[src/rtl/led_sequencer_pkg.sv]
// Shared definitions for the LED sequencer: pattern encodings and per-pattern step range.
package led_seq_pkg;

    localparam logic [1:0] MODE_FILL   = 2'd0;
    localparam logic [1:0] MODE_RUN    = 2'd1;
    localparam logic [1:0] MODE_BOUNCE = 2'd2;
    localparam logic [1:0] MODE_BLINK  = 2'd3;

    // Index of the final step of a pattern before it wraps back to 0.
    function automatic int unsigned last_step(logic [1:0] mode, int unsigned n);
        int unsigned last;
        case (mode)
            MODE_FILL:   last = 2 * n - 1;
            MODE_RUN:    last = n - 1;
            MODE_BOUNCE: last = 2 * n - 3;
            default:     last = 1;
        endcase
        return last;
    endfunction

endpackage

[src/rtl/led_sequencer_if.sv]
// Control/status bundle between a controller and the LED sequencer.
interface led_sequencer_if #(
    parameter int unsigned N_LEDS = 4
) ();

    logic                          en;
    logic [1:0]                    mode;
    logic [N_LEDS-1:0]             leds;
    logic [$clog2(2*N_LEDS)-1:0]   step;
    logic                          step_tick;

    modport master (
        output en,
        output mode,
        input  leds,
        input  step,
        input  step_tick
    );

    modport slave (
        input  en,
        input  mode,
        output leds,
        output step,
        output step_tick
    );

endinterface

[src/rtl/led_tick_gen.sv]
// Prescaler: emits a one-cycle tick every DIV enabled clk cycles.
module led_tick_gen #(
    parameter int unsigned DIV = 4
) (
    input  logic clk,
    input  logic rst,
    input  logic en,
    input  logic clr,
    output logic tick
);

    localparam int unsigned   CW      = (DIV > 1) ? $clog2(DIV) : 1;
    localparam logic [CW-1:0] CNT_MAX = CW'(DIV - 1);

    logic [CW-1:0] cnt;

    // Count 0..DIV-1 while enabled; clr restarts the period regardless of en.
    always_ff @(posedge clk) begin
        if (rst || clr) begin
            cnt <= '0;
        end else if (en) begin
            cnt <= (cnt == CNT_MAX) ? '0 : cnt + CW'(1);
        end
    end

    assign tick = en && (cnt == CNT_MAX);

endmodule

[src/rtl/led_sequencer.sv]
// LED pattern sequencer: prescaled step counter plus registered frame decode.
module led_sequencer
    import led_seq_pkg::*;
#(
    parameter int unsigned N_LEDS     = 4,
    parameter int unsigned TICK_DIV   = 50000000,
    parameter bit          ACTIVE_LOW = 1'b1
) (
    input logic            clk,
    input logic            rst,
    led_sequencer_if.slave bus
);

    localparam int unsigned       SW  = $clog2(2 * N_LEDS);
    localparam logic [N_LEDS-1:0] POL = {N_LEDS{ACTIVE_LOW}};

    logic [1:0]        mode_q;
    logic [SW-1:0]     step_q, step_d;
    logic [SW-1:0]     step_last;
    logic              adv_q, adv_d;
    logic              step_tick_q;
    logic [N_LEDS-1:0] leds_q;
    logic              tick;
    logic              restart;

    // Logical-on vector for step s of pattern m; out-of-range steps light nothing sensible.
    function automatic logic [N_LEDS-1:0] frame_of(logic [1:0] m, logic [SW-1:0] s);
        logic [N_LEDS-1:0] f;
        int unsigned       si;
        int unsigned       p;
        f  = '0;
        si = 32'(s);
        if (si < N_LEDS) begin
            p = si;
        end else if (si <= 2 * N_LEDS - 2) begin
            p = 2 * N_LEDS - 2 - si;
        end else begin
            p = N_LEDS;
        end
        for (int unsigned i = 0; i < N_LEDS; i++) begin
            case (m)
                MODE_FILL:   f[i] = (si <= N_LEDS) ? (i < si) : (i >= si - N_LEDS);
                MODE_RUN:    f[i] = (i == si);
                MODE_BOUNCE: f[i] = (i == p);
                default:     f[i] = (si == 1);
            endcase
        end
        return f;
    endfunction

    assign restart   = (bus.mode != mode_q);
    assign step_last = SW'(last_step(mode_q, N_LEDS));

    led_tick_gen #(
        .DIV (TICK_DIV)
    ) u_tick (
        .clk  (clk),
        .rst  (rst),
        .en   (bus.en),
        .clr  (restart),
        .tick (tick)
    );

    // Next step: a mode change restarts at 0 and wins over a coincident tick.
    always_comb begin
        step_d = step_q;
        adv_d  = 1'b0;
        if (restart) begin
            step_d = '0;
        end else if (tick) begin
            adv_d  = 1'b1;
            step_d = (step_q >= step_last) ? '0 : step_q + SW'(1);
        end
    end

    // State and outputs; leds and step_tick trail the step register by one cycle.
    always_ff @(posedge clk) begin
        if (rst) begin
            mode_q      <= bus.mode;
            step_q      <= '0;
            adv_q       <= 1'b0;
            step_tick_q <= 1'b0;
            leds_q      <= POL;
        end else begin
            mode_q      <= bus.mode;
            step_q      <= step_d;
            adv_q       <= adv_d;
            step_tick_q <= adv_q;
            leds_q      <= frame_of(mode_q, step_q) ^ POL;
        end
    end

    assign bus.leds      = leds_q;
    assign bus.step      = step_q;
    assign bus.step_tick = step_tick_q;

endmodule

[src/flat_wrapper.sv]
// flat-port wrapper written by rule: the top's interface ports become plain ports
module led_sequencer_flat import led_seq_pkg::*;
#(
    parameter int unsigned N_LEDS     = 4,
    parameter int unsigned TICK_DIV   = 50000000,
    parameter bit          ACTIVE_LOW = 1'b1
)
  (clk, rst, bus_en, bus_mode, bus_leds, bus_step, bus_step_tick);
  led_sequencer_if #(.N_LEDS(N_LEDS)) bus_i ();
  input logic clk;
  input logic rst;
  input wire logic [$bits(bus_i.en)-1:0] bus_en;
  input wire logic [$bits(bus_i.mode)-1:0] bus_mode;
  output wire logic [$bits(bus_i.leds)-1:0] bus_leds;
  output wire logic [$bits(bus_i.step)-1:0] bus_step;
  output wire logic [$bits(bus_i.step_tick)-1:0] bus_step_tick;
  assign bus_i.en = bus_en;
  assign bus_i.mode = bus_mode;
  assign bus_leds = bus_i.leds;
  assign bus_step = bus_i.step;
  assign bus_step_tick = bus_i.step_tick;
  led_sequencer #(.N_LEDS(N_LEDS), .TICK_DIV(TICK_DIV), .ACTIVE_LOW(ACTIVE_LOW)) u_core (.clk(clk), .rst(rst), .bus(bus_i));
endmodule
[config.mk]
export PLATFORM = sky130hd
export DESIGN_NAME = led_sequencer_flat
export DESIGN_NICKNAME = d
export VERILOG_FILES = /design/src/rtl/led_sequencer_pkg.sv /design/src/rtl/led_sequencer_if.sv /design/src/rtl/led_tick_gen.sv /design/src/rtl/led_sequencer.sv /design/src/flat_wrapper.sv
export SDC_FILE = /design/constraint.sdc
export NUM_CORES = 1
export LEC_CHECK = 0
export CAP_MARGIN = 20
export CORE_MARGIN = 2
export CORE_UTILIZATION = 27
export DETAILED_ROUTE_END_ITERATION = 8
export PLACE_DENSITY = 0.53
export SLEW_MARGIN = 40
export SYNTH_ARGS = -nofsm -noshare
export SYNTH_HDL_FRONTEND = slang
export SYNTH_SLANG_ARGS = --single-unit
[constraint.sdc]
create_clock -name clk -period 4.05 [get_ports clk]
set_input_delay 0.81 -clock clk [delete_from_list [all_inputs] [get_ports clk]]
set_output_delay 0.81 -clock clk [all_outputs]
set_load 0.01 [all_outputs]
# Yosys cells after proc, flatten, opt, wreduce, memory -nomap -nowiden
# Cells that the tools add are included.
# totals
inputBits	5
regBits	37
# classes
eq_ne	11
n_mux	19
reduce_logical	6
bitwise	1
n_addsub	4
magnitude_cmp	12
# op_table
op	n
$mux 32	3
$eq 2x32->1 const A	2
$ge 1x32->1 const A	2
$ge 2x32->1 const A	2
$eq 1x32->1 const A	1
$logic_not 32->1	1
$add 26x1->26 const B	1
$eq 26x26->1 const B	1
$mux 26	1
$pmux 1 s3	4
$mux 1	9
$pmux 3 s3	1
$eq 2x3->1 const A	2
$le 3x3->1 const B	2
$lt 1x3->1 const A	2
$lt 2x3->1 const A	2
$not 4->4	1
$sub 3x3->4 const A	1
$sub 3x3->4 const B	1
$add 3x1->3 const B	1
$eq 1x3->1 const A	1
$eq 3x1->1 const B	1
$ge 3x3->1	1
$logic_not 3->1	1
9 further kinds	9

# Depth between registers and ports, before layout
# Gate-level depths: netlist of the first run.
# depth
depth_word	8
mapped_depth	7

# Modules after synthesis
# Synthesis of the first run repeated with hierarchy kept, for this count alone.
# unflattened
cells_unflattened	245
area_unflattened_um2	2035.7
# modules_own_cells
mod	n_inst	cells_per_inst	area_per_inst_um2	seq_area_each_um2
led_tick_gen	1	161	1338.8	520.5
led_sequencer	1	84	696.9	220.2

# Worst setup path before layout of the first run
# Ideal clock, no wire load.
# synth_timing
kind	input to register
start	in bus_en
end	reg u_core.u_tick.cnt[0]
arrival_ps	1970
stages	6
required_time_ps	3922
path_buffers	2
slack_ps	1952
cell_sequence	and2_1 > clkbuf_1 > and4_1 > a21o_1 > clkbuf_1 > nor2_1
# synth_lines
item	line_no	text
from (decl)	flat_wrapper.sv:12	input wire logic [$bits(bus_i.en)-1:0] bus_en;
to (signal assigned)	led_tick_gen.sv:22	cnt <= (cnt == CNT_MAX) ? '0 : cnt + CW'(1);
to (decl)	led_tick_gen.sv:15	logic [CW-1:0] cnt;

==> key figures, run 1 <==
Status
  • Status: finished, final reports clean

GRT
  • Initial antenna violation count: 0
  • Vias in the first global route: 1544
  • Total GRT Usage: 11.02%
  • Global-route wire length before repair: 6893 um
  • Grt ovf: 0
  • Largest net degree at the start of global routing: 26

Floorplanning
  • Initial Util: 28.29%
  • Core region area: 0.006869 mm2
  • Die area: 0.007892 mm2
  • Ports: 13
  • Chip width: 88.84 um
  • Die Ht: 88.84 um
  • Row Count: 30

Critical path
  • Setup crit end kind: flip-flop
  • Worst Setup Start Kind: input pin
  • Arr. time, crit path: 2.61 ns
  • Setup CP Type: input pin to flip-flop
  • Worst-path maximum fanout: 25
  • CP required: 4.21 ns
  • R2r worst-path depth: 4

Logic synthesis
  • Ys flop type: dfxtp_1
  • Count leader, synth: dfxtp_1
  • Yosys top cell area share: 38.12%
  • Syn avg cell area: 8.522 um2
  • Synth Cell Area: 0.001943 mm2
  • Post-synthesis sequential area ratio: 38.12%
  • Yosys cell types: 42
  • Ys async rst share: 0%
  • Post-synth EDFFs: 0
  • Syn Nets: 243
  • Area leader, netlist: dfxtp_1
  • Top post-synthesis cells by count: 37 x dfxtp_1, 20 x a21oi_1, 14 x o21ai_0
  • Synth Warn #: 0
  • Cell count after synthesis: 228
  • Main area contributors after synthesis: dfxtp_1 38%, ha_1 6.4%, a21oi_1 5.2%
  • Number of synthesized register bits: 37

Pwr
  • Worst vdd ir: 0.1756 mV
  • Pwr/cell area: 323.5 mW/mm2
  • Total power: 724.4 uW
  • Leak: 0.0007035 uW

STA
  • Setup TNS: 0 ns
  • Clk_skew: 0.005589 ns
  • Final hold vios: 0
  • Fmax: 408.7 MHz
  • Unrepaired setup endpoints after global routing: false
  • Crit share post-route: 60.42%
  • Final setup violation count: 0
  • Slew margin rel.: 69.51%
  • Max Slew Vio Count: 0
  • Measured slew at the worst slew-check pin: 0.4509 ns
  • Min Tclk post-route: 2.447 ns

Placement
  • Port Buffer Count: 12
  • GP Congestion: 0.8009
  • Placed Cells: 322
  • Detailed placement HPWL: 2732 um
  • Dpl cell area: 0.002122 mm2

Routing
  • Wire length on met3: 145 um
  • Wl on met1: 1998 um
  • Antenna Nets Post-Route: 0
  • Final WL: 3947 um
  • Max layer used: met4
  • Iter 0 DRT Violations: 133
  • WL/cell: 11.96 um
  • DRC: 0
  • First-pass DRT Iterations: 4
  • Via count: 1619
  • Via density: 4.906
  • Metal2 WL: 1778 um

Clocking
  • Worst-path clk slew: 0.07 ns
  • Clock Latency Late Sink: 0.28 ns
  • CTS buffer count: 5
  • CTS root buf: clkbuf_8
  • CTS Sinks: 37
  • CTS Hold Bufs: 0
  • Max clock buf depth: 2
  • H-tree Lvls: 2
  • CTS tree: yes
  • PostCTS Resize Cnt: 0
  • Post-CTS setup buffers: 0

Layout
  • Post-route insts no fill: 330
  • Layout cells sized above 1: 5.128%
  • Core Util, Final: 32.60%
  • Area Growth Syn to Fin: 15.26%
  • Antenna diodes: 0
  • Fillers: 717
  • Final nets: 248
  • Finished Cell Area: 0.002240 mm2

Min path
  • Worst Hold Depth: 1
  • Hold crit path type: flip-flop to flip-flop

Run
  • Max-capacitance violation count: 0
final timing paths:
| kind | start | to | slack [ns] |
|---|---|---|---|
| setup / recovery | bus_en | u_core.u_tick.cnt[11]$_SDFFE_PP0P_ | 1.60 |
| hold reg to reg | u_core.adv_q$_SDFF_PP0_ | u_core.bus.step_tick$_SDFF_PP0_ | 0.46 |
| hold / removal | u_core.adv_q$_SDFF_PP0_ | u_core.bus.step_tick$_SDFF_PP0_ | 0.46 |
| setup reg to reg | u_core.u_tick.cnt[6]$_SDFFE_PP0P_ | u_core.u_tick.cnt[23]$_SDFFE_PP0P_ | 1.86 |
cell usage in the layout (no fill, tap or decap), types with 3 or more instances in the layout:
cell type and count:
a21oi_1 20, and4_1 6, clkbuf_8 6, clkdlybuf4s50_1 12
dfxtp_1 37, ha_1 10, inv_1 7, nand2_1 11
nand3_1 10, nand4_1 12, nor2_1 13, nor2b_1 7
nor3_1 3, o21ai_0 14, o31ai_1 8, or3_1 9
or4_1 7, xnor2_1 4, xor2_1 9
state kept, by name (all words and copies together), names as in the netlist:
signal                flops
u_core.u_tick.cnt        26
u_core.adv_q              1
u_core.bus.step_tick      1
u_core.mode_q             2
u_core.bus.step           3
u_core.bus.leds           4
worst max-delay path, cell delays in order:
cell and delay [ns]:
clkdlybuf4s50_1 0.56, and2_1 0.36, and4_1 0.32, a21o_2 0.45, nor2_1 0.10
kinds of logic after synthesis:
family | count (synthesis) | synth area share, %
AO/OA/AOI/OAI | 54 | 16.74
XOR/XNOR | 13 | 5.860
adder cells (fa/ha/maj) | 10 | 6.439
buffers and inverters | 21 | 4.507
flip-flops | 37 | 38.12
multiplexers | 1 | 0.5152
AND/OR/NAND/NOR | 92 | 27.82
per-layer routing:
layer  up-vias  track usage, %
li1        853               -
met1       744           14.61
met2        20           17.44
met3         2           2.892
met4         0           3.581
met5         -               0
through the flow:
step / worst slack (ns) / hold slack (ns)
3_3_place_gp: 1.074 / 0.4272
3_5_place_dp: 1.049 / 0.4440
5_1_grt: 1.437 / 0.4681
2_1_floorplan: 1.952 / 0.4138
4_1_cts: 1.366 / 0.4623
6_report: 1.603 / 0.4608
area by class of cell:
class / count / area, um2 / area share (%)
clock buffer: 7 / 86.33 / 3.855
inverter: 7 / 26.28 / 1.173
tap: 96 / 120.1 / 5.363
sequential: 37 / 740.7 / 33.07
clock inverter: 1 / 30.03 / 1.341
multi-input combinational: 170 / 1116 / 49.83
timing repair buffer: 12 / 120.1 / 5.363
report_power, final:
| part | internal (uW) | switching (uW) |
|---|---|---|
| sequential | 367 | 3.91 |
| combinational | 11.9 | 13.2 |
| clock | 201 | 128 |
| total | 580 | 145 |
No activity file was read; power rests on OpenSTA's default activity.
==> run 2, diff against run 1 <==
- PLACE_DENSITY: 0.53 -> 0.54
- clock period: 4.05 -> 2.2 ns (I/O delays scaled with it)
==> key figures, run 2 (synthesis gave the netlist of run 1 again) <==
Floorplanning
  • Initial Util: 28.29% (unchanged)
  • Chip width: 88.84 um (unchanged)
  • Die area: 0.007892 mm2 (unchanged)
  • Ports: 13 (unchanged)
  • Core region area: 0.006869 mm2 (unchanged)
  • Row Count: 30 (unchanged)
  • Die Ht: 88.84 um (unchanged)

GRT
  • Grt ovf: 0 (unchanged)
  • Vias in the first global route: 1599 (+3.6%)
  • Initial antenna violation count: 0 (unchanged)
  • Largest net degree at the start of global routing: 26 (unchanged)
  • Global-route wire length before repair: 7065 um (+2.5%)
  • Total GRT Usage: 11.31% (+0.29 points)

Layout
  • Core Util, Final: 34.24% (+1.6 points)
  • Antenna diodes: 0 (unchanged)
  • Largest register FFs: 26 (unchanged)
  • Commonest non-fill, non-tap cells in the layout: 37 x dfxtp_1, 20 x a21oi_1, 17 x buf_4
  • Layout cells sized above 1: 11.51% (+6.4 points)
  • Largest Register: u_core.u_tick.cnt
  • Area Growth Syn to Fin: 21.06%
  • Post-route insts no fill: 348 (+5.5%)
  • Final nets: 266 (+7.3%)
  • Commonest non-fill, non-tap cell in the layout: dfxtp_1

Clocking
  • Worst-path clk slew: 0.08 ns (about the same)
  • PostCTS Resize Cnt: 0 (unchanged)
  • Max clock buf depth: 2 (unchanged)
  • Clock Latency Late Sink: 0.29 ns (about the same)
  • Post-CTS setup buffers: 0 (unchanged)
  • CTS root buf: clkbuf_8
  • CTS tree: yes
  • CTS buffer count: 5 (unchanged)
  • CTS Hold Bufs: 0 (unchanged)
  • CTS Sinks: 37 (unchanged)
  • H-tree Lvls: 2 (unchanged)

Placement
  • Detailed placement HPWL: 3024 um (+11%)
  • GP Congestion: 0.8376 (+4.6%)
  • Port Buffer Count: 12 (unchanged)
  • Placed Cells: 340 (+5.6%)

Min path
  • Worst Hold Depth: 1 (unchanged)
  • HP Start: u_core.adv_q$_SDFF_PP0_
  • Hold crit path type: flip-flop to flip-flop
  • Hold EP: u_core.bus.step_tick$_SDFF_PP0_

Critical path
  • Setup crit end kind: flip-flop
  • RR Endpoint: u_core.u_tick.cnt[21]$_SDFFE_PP0P_
  • R2r worst-path depth: 5 (+1)
  • Setup CP Type: flip-flop to flip-flop
  • CP required: 2.42 ns (-1.79 ns)
  • Worst-path maximum fanout: 16 (-36%)
  • Worst Setup Start Kind: flip-flop
  • R2R Path Start: u_core.u_tick.cnt[12]$_SDFFE_PP0P_
  • Arr. time, crit path: 2.28 ns (-0.33 ns)
  • R2R setup slack: 0.14 ns (-1.72 ns)

STA
  • Fmax: 484.5 MHz
  • Setup TNS: 0 ns (unchanged)
  • Unrepaired setup endpoints after global routing: false
  • Slew margin rel.: 70.43% (+0.91 points)
  • Hold WS: 0.4574 ns (-0.003344 ns)
  • Min Tclk post-route: 2.064 ns
  • Max Slew Vio Count: 0 (unchanged)
  • Final setup violation count: 0 (unchanged)
  • Measured slew at the worst slew-check pin: 0.4430 ns (-0.007931 ns)
  • Clk_skew: 0.008379 ns (+0.002790 ns)
  • Crit share post-route: 93.82%
  • Final hold vios: 0 (unchanged)

Routing
  • First-pass DRT Iterations: 4 (unchanged)
  • Max layer used: met4
  • Final WL: 4224 um (+7.0%)
  • DRC: 0 (unchanged)
  • Antenna Nets Post-Route: 0 (unchanged)
  • Iter 0 DRT Violations: 82 (-38%)
  • Wl on met1: 2001 um (+0.15%)
  • Metal2 WL: 2010 um (+13%)
  • Wire length on met3: 166 um (+14%)
  • Via density: 4.928 (+0.45%)
  • WL/cell: 12.14 um (+1.5%)
  • Via count: 1715 (+5.9%)

Status
  • Status: finished, final reports clean

Pwr
  • Worst vdd ir: 0.3107 mV (+77%)
  • Pwr/cell area: 509.8 mW/mm2 (+58%)
  • Leak: 0.0007855 uW (+12%)

Run
  • Max-capacitance violation count: 0 (unchanged)
==> run 2: cell types whose count changed in the layout (fill, tap and decap cells not counted), sizes merged <==
cell,change
clkbuf,-1
clkinv,+2
buf,+18
bufinv,-1
==> run 2: per-layer routing <==
| layer | up-vias | track usage [%] |
|---|---|---|
| met1 | 802 | 13.76 |
| met2 | 25 | 19.27 |
| met3 | 4 | 2.705 |
| met5 | - | 0 |
| met4 | 0 | 4.270 |
| li1 | 884 | - |
==> run 2: per-stage QoR <==
step	area, um2	worst slack [ns]	power [uW]
finish	2352	0.1359	1199
global route	2352	0.0004348	1253
CTS	2352	0.1427	1224
detailed placement	2270	0.01731	753.2
global placement	2270	0.05147	752.9
floorplan	1943	0.2457	723.7
==> run 2: how the worst max path moves through the flow <==
stage,startpoint,end
global placement,bus_en,u_core.u_tick.cnt[25]$_SDFFE_PP0P_
floorplan,u_core.bus.step[0]$_SDFFE_PP0P_,u_core.bus.leds[1]$_SDFF_PP1_
global route,u_core.u_tick.cnt[12]$_SDFFE_PP0P_,u_core.u_tick.cnt[23]$_SDFFE_PP0P_
detailed placement,bus_en,u_core.u_tick.cnt[20]$_SDFFE_PP0P_
finish,u_core.u_tick.cnt[12]$_SDFFE_PP0P_,u_core.u_tick.cnt[21]$_SDFFE_PP0P_
CTS,u_core.u_tick.cnt[12]$_SDFFE_PP0P_,u_core.u_tick.cnt[21]$_SDFFE_PP0P_
==> run 2: worst max-delay path, cell delays in order (launching register included) <==
cell and delay [ns]:
dfxtp_1 0.41, nand4_1 0.18, or4b_1 0.54, buf_4 0.20, or4_1 0.50, a21oi_1 0.15
==> run 2: cell type report <==
class	instances	area, um2
multi-input combinational	170	1115
timing repair buffer	30	267.8
sequential	37	740.7
inverter	7	26.28
clock buffer	6	72.57
fill	723	4517
tap	96	120.1
clock inverter	2	10.01
==> run 2: power by group <==
part,internal (uW),leakage [uW],switching (uW)
registers,676,0.000300,7.22
logic,27.6,0.000441,26.6
clock network,220,0.0000450,242
total,923,0.000786,276
